$ cat config.mk
export PLATFORM = sky130hd
export DESIGN_NAME = rr_grant_encoder
export DESIGN_NICKNAME = d
export VERILOG_FILES = /design/src/rtl/rr_pkg.sv /design/src/rtl/rr_pick.sv /design/src/rtl/rr_grant_encoder.sv
export SDC_FILE = /design/constraint.sdc
export NUM_CORES = 1
export LEC_CHECK = 0
export CORE_AREA = 2 2 39 41
export CTS_CLUSTER_SIZE = 14
export DETAILED_ROUTE_END_ITERATION = 7
export DIE_AREA = 0 0 41 43
export PLACE_DENSITY = 0.62
export SYNTH_ARGS = -nofsm -noshare
export SYNTH_HDL_FRONTEND = slang
export SYNTH_HIERARCHICAL = 1
export SYNTH_SLANG_ARGS = --single-unit
$ cat constraint.sdc
create_clock -name clk -period 1.1 [get_ports clk]
set_input_delay 0.165 -clock clk [delete_from_list [all_inputs] [get_ports clk]]
set_output_delay 0.165 -clock clk [all_outputs]
set_load 0.01 [all_outputs]
$ cat src/rtl/rr_pkg.sv
// Shared constants and FSM state encoding for the round-robin grant encoder.
package rr_pkg;

    localparam int unsigned N_CH  = 4;
    localparam int unsigned IDX_W = 2;

    typedef enum logic {
        IDLE  = 1'b0,
        GRANT = 1'b1
    } state_e;

endpackage

$ cat src/rtl/rr_pick.sv
// Combinational rotating-priority search: first requester after ptr, wrapping,
// with ptr itself searched last.
module rr_pick
    import rr_pkg::*;
(
    input  logic [N_CH-1:0]  req,
    input  logic [IDX_W-1:0] ptr,
    output logic [IDX_W-1:0] idx,
    output logic             any
);

    logic [IDX_W-1:0] cand;

    always_comb begin
        idx  = '0;
        any  = 1'b0;
        cand = '0;
        for (int unsigned i = 1; i <= N_CH; i++) begin
            cand = ptr + IDX_W'(i);
            if (!any && req[cand]) begin
                idx = cand;
                any = 1'b1;
            end
        end
    end

endmodule

$ cat src/rtl/rr_grant_encoder.sv
// Round-robin grant FSM with registered binary grant index.
// Define RR_TIMEOUT_EN to force release after TIMEOUT_CYC grant cycles.
module rr_grant_encoder
    import rr_pkg::*;
#(
    parameter int unsigned TIMEOUT_CYC = 8
) (
    input  logic             clk,
    input  logic             rst,
    input  logic [N_CH-1:0]  req,
    input  logic             done,
    output logic [IDX_W-1:0] gnt_idx,
    output logic             gnt_vld,
    output logic             tout
);

    state_e           state_q, state_d;
    logic [IDX_W-1:0] ptr_q, ptr_d;
    logic [IDX_W-1:0] gnt_idx_q, gnt_idx_d;
    logic             gnt_vld_q, gnt_vld_d;
    logic [IDX_W-1:0] pick_idx;
    logic             pick_any;
    logic             expired;

    rr_pick u_pick (
        .req (req),
        .ptr (ptr_q),
        .idx (pick_idx),
        .any (pick_any)
    );

`ifdef RR_TIMEOUT_EN
    localparam int unsigned CNT_W = $clog2(TIMEOUT_CYC + 1);

    logic [CNT_W-1:0] cnt_q, cnt_d;
    logic             tout_q, tout_d;

    // cnt_q counts completed grant cycles; the last allowed one has cnt_q == TIMEOUT_CYC-1
    assign expired = (state_q == GRANT) && (cnt_q == CNT_W'(TIMEOUT_CYC - 1));
    assign tout    = tout_q;

    always_comb begin
        cnt_d  = '0;
        tout_d = 1'b0;
        if (state_q == GRANT) begin
            if (done || !req[gnt_idx_q] || expired) begin
                tout_d = expired && !done && req[gnt_idx_q];
            end else begin
                cnt_d = cnt_q + 1'b1;
            end
        end
    end

    always_ff @(posedge clk) begin
        if (rst) begin
            cnt_q  <= '0;
            tout_q <= 1'b0;
        end else begin
            cnt_q  <= cnt_d;
            tout_q <= tout_d;
        end
    end
`else
    assign expired = 1'b0;
    assign tout    = 1'b0;
`endif

    always_comb begin
        state_d   = state_q;
        ptr_d     = ptr_q;
        gnt_idx_d = gnt_idx_q;
        gnt_vld_d = gnt_vld_q;
        unique case (state_q)
            IDLE: begin
                gnt_vld_d = 1'b0;
                if (pick_any) begin
                    gnt_idx_d = pick_idx;
                    gnt_vld_d = 1'b1;
                    state_d   = GRANT;
                end
            end
            GRANT: begin
                // Release never re-arbitrates: the IDLE bubble is mandatory
                if (done || !req[gnt_idx_q] || expired) begin
                    gnt_vld_d = 1'b0;
                    ptr_d     = gnt_idx_q;
                    state_d   = IDLE;
                end
            end
            default: state_d = IDLE;
        endcase
    end

    always_ff @(posedge clk) begin
        if (rst) begin
            state_q   <= IDLE;
            ptr_q     <= '1;
            gnt_idx_q <= '0;
            gnt_vld_q <= 1'b0;
        end else begin
            state_q   <= state_d;
            ptr_q     <= ptr_d;
            gnt_idx_q <= gnt_idx_d;
            gnt_vld_q <= gnt_vld_d;
        end
    end

    assign gnt_idx = gnt_idx_q;
    assign gnt_vld = gnt_vld_q;

endmodule

Yosys cells after proc, flatten, opt, wreduce, memory -nomap -nowiden

Index checks and enable logic that the tools add are counted.

Reductions and logical operators: 10
Add/sub/neg operators: 3
Magnitude comparators: 5
Multiplexer cells: 23
Equal/unequal tests: 1
Bitwise gates (word level): 1

Operators with widths:

| operator              | count |
|---|---|
| $lt A2 B3 Y1 const B  | 5 |
| $mux W1               | 12 |
| $bmux W1 S2           | 5 |
| $mux W2               | 4 |
| $add A2 B2 Y2 const B | 2 |
| $logic_not A1 Y1      | 4 |
| $pmux W1 S2           | 2 |
| $reduce_and A2 Y1     | 2 |
| $logic_and A1 B1 Y1   | 3 |
| $add A2 B1 Y2 const B | 1 |
| $ne A2 B1 Y1 const B  | 1 |
| $logic_or A1 B1 Y1    | 1 |
| $not A1 Y1            | 1 |

Word-level logic and storage cells: 47
Bits in registers: 6
Bits of input ports: 7

Depth between registers and ports, before layout

Depth after elaboration: 15
Depth in mapped cells: 5

By module

Netlist, hierarchy kept.

By module, submodules not included:

| module           | cells each | sequential area each (um2) | instances | area each (um2) |
|---|---|---|---|---|
| rr_grant_encoder | 31         | 120.1                      | 1         | 282.8 |
| rr_pick          | 14         | 0.0                        | 1         | 91.3 |

Least setup slack after synthesis

No wires, ideal clock.

Path kind: register -> register
Start point: register gnt_idx_q[0], in the netlist gnt_idx[0]
End point: register ptr_q[0]
Arrival: 1.105 ns
Library setup time: 0.072 ns
Stages on the path, launching flop included: 5
Setup slack: -0.077 ns
Buffers on the path: 0
Clock period less this slack: 1.177 ns
Data required time: 1.028 ns
Cell sequence: dfxtp_1 -> mux2i_1 -> o22ai_2 -> nor2_2 -> mux2i_1

Longest elaborated chain between the ends: 5

RTL lines:

| what                               | RTL line                | RTL |
|---|---|---|
| from (decl)                        | rr_grant_encoder.sv:19  | `logic [IDX_W-1:0] gnt_idx_q, gnt_idx_d;` |
| from (signal assigned)             | rr_grant_encoder.sv:103 | `gnt_idx_q <= gnt_idx_d;` |
| $bmux W1 S2                        | rr_grant_encoder.sv:84  | `if (done \|\| !req[gnt_idx_q] \|\| expired) begin` |
| $mux W1 (implied by the code)      | rr_grant_encoder.sv:84  |  |
| $logic_not A1 Y1                   | rr_grant_encoder.sv:84  |  |
| $logic_or A1 B1 Y1                 | rr_grant_encoder.sv:84  |  |
| $reduce_and A2 Y1 (no source line) | -                       |  |
| to (signal assigned)               | rr_grant_encoder.sv:102 | `ptr_q <= ptr_d;` |
| to (decl)                          | rr_grant_encoder.sv:18  | `logic [IDX_W-1:0] ptr_q, ptr_d;` |

Several ways; a longest one is shown, not always the timed one. The select of a mux whose other input is x is not followed.
A chain may end at the register's enable or synchronous reset.

Worst setup path after layout

Same ends and word-level chain as after synthesis.

==> metrics <==
Mapped Area about 370 sq um; CTS tree yes; clock skew after layout 0.00343 ns; chip height 43 microns; Lkg Pwr 0.262 nW; Final period util between 90 and 100%; cell count after synthesis 45; CP startpoint kind flop; nets 70; share of cells above drive strength 1 between 20 and 30%; CP Class reg2reg; clock sinks 6; Initial Utilization 27.0%; clock buffer depth 2; Seq cells post-synth 6; Final Wtd Congestion 0.691; DRT Pass-1 Iters 4; fraction of registers with async set/reset 0%; Placed Area roughly 520 sq um; drt total wl 727 microns; core box area 0.00138 sq mm; Yosys top cell area share 32.1%; CP max stage cell dfxtp_4; grt ovf 0; Worst-path clk slew 0.05 ns; Final Hold Vio Count 0; Yosys warning count 6; TritonCTS buffer count 3; io pins 11; routed length on met3 approximately 30 microns; area leader, netlist dfxtp_1; Area Overhead vs Synth 49.2%; number of global-route vias before repair 299; HPWL after detailed placement 611 microns; Core Rows 14; max-cap violations 0; final setup margin 0.00594 ns; maximum number of pins on one net before global-route repair 9; Post-synth EDFFs 0; Tot Pwr 0.000687 W; CP max stage delay 0.36 ns; Port Buffer Count 9; die area 0.00176 sq mm; via/cell ratio 4.36; sequential area share after synthesis 32.1%; # diodes 0; Final min period 1.09 ns; DR DRC count 0; crit end category flop; H-tree lvl count 1; gr usage total 8.74%; routed len/inst 9.32 microns; Max Used Layer met3; Worst EP required 1.27 ns; Max Slew Vio Count 0; cts hold-fix bufs 0; post-place setup slack -0.425 ns; initial antenna violation count 0; main flop type after synthesis dfxtp_1; Max Clock Freq 914 MHz; DR WL met2 350 microns; first-pass GRT wire length ~1000 microns; status finished, final reports clean; critical-path cell list mux2i_1 -> o22ai_2 -> nor2_4 -> mux2i_1; Clk Tree Root Cell clkbuf_4; M1 wire length 345 microns; fillers 156; Mapped Nets 52; initial DRC count 4; crit path DAT 1.26 ns; maximum vdd ir drop 0.544 mV; unrepaired setup endpoints after global routing true; post-route design area approximately 560 sq um; Avg Synthesized Cell Area between 8 and 9 sq um; Hold Path Class reg2reg; via count 340; Routed Antenna Nets 0; die width 41 microns; synth unique cells 19; worst skew pair latency 0.24 ns; PD cells between 1000 and 1500 mW/mm^2; Max FO, Critical Path 4; Top cell by count, worst path mux2i_1; final setup fails 0; top post-synthesis cells by area dfxtp_1, mux2i_1, nor2_1
layout by cell type (no fill, tap or decap), drive strengths merged, types with 2 or more instances in the layout:
master,n
a21oi,3
a31oi,2
buf,6
clkbuf,4
clkdlybuf4s50,2
dfxtp,6
dlygate4sd2,7
inv,2
mux2i,7
nand2b,4
nor2,11
per-layer routing:
metal,GRT usage [%],up-vias
li1,-,184
met1,9.68,150
met2,13.1,6
met3,1.57,0
met4,8.00,0
met5,0,-
sequential cells by signal, summed over array words and instances (netlist names):
name,cells
gnt_idx,2
state_q,1
ptr_q,2
gnt_vld,1
what timing repair did:
action / in CTS / in global routing
pin swaps: 0 / 1
buffers inserted: 0 / 0
resized for setup: 12 / 1
setup endpoints to repair: 9 / 5
cell usage after synthesis (2+ instances only):
cell type / count
nand2b_1: 4
nor2_1: 10
dfxtp_1: 6
a31oi_1: 2
inv_1: 2
a21oi_1: 2
mux2i_1: 7
report_power, final:
group          leakage [nW]  internal [W]  switching, W
clock                0.0150      0.000137     0.0000767
sequential           0.0506      0.000246     0.0000290
combinational         0.197      0.000113     0.0000850
total                 0.262      0.000497      0.000191
per-stage QoR:
stage / hold WS [ns] / util (%) / cells / TNS (ns)
floorplan: 0.404 / - / 45 / 0
global placement: 0.513 / 37.7 / 74 / -2.16
detailed placement: 0.514 / 37.7 / 74 / -2.13
CTS: 0.484 / 40.2 / 78 / -0.0162
global route: 0.552 / 40.3 / 78 / -0.237
finish: 0.508 / 40.3 / 78 / 0
critical path, delay by kind of cell, from the launching register on:
kind	cells	cell delay, ns
AND/OR/NAND/NOR	1	0.14
AO/OA/AOI/OAI	1	0.12
flip-flops	1	0.36
multiplexers	2	0.40
final cells by class:
cell class                 instances  area, sq um  area share, %
clock buffer                       4         26.3           4.71
sequential                         6          126           22.6
tap                               16         20.0           3.59
multi-input combinational         35          248           44.4
timing repair buffer              15          130           23.3
inverter                           2         7.51           1.35
path summary, 6_finish.rpt:
kind	to	from	depth (start not counted)	slack [ns]
min reg2reg	gnt_vld	gnt_vld	2	0.51
min	gnt_vld	gnt_vld	2	0.51
max	ptr_q[0]	gnt_idx[0]	4	0.006
max reg2reg	ptr_q[0]	gnt_idx[0]	4	0.006
kinds of logic (layout without fill, tap and decap cells):
logic type | count (synthesis) | in the layout | synth area share (%)
compound gates | 7 | 7 | 15.7
buf+inv | 4 | 21 | 5.02
flops | 6 | 6 | 32.1
mux | 7 | 7 | 18.7
other cells | 1 | 1 | 1.00
simple gates | 20 | 20 | 27.4
No activity file was read; power rests on OpenSTA's default activity.
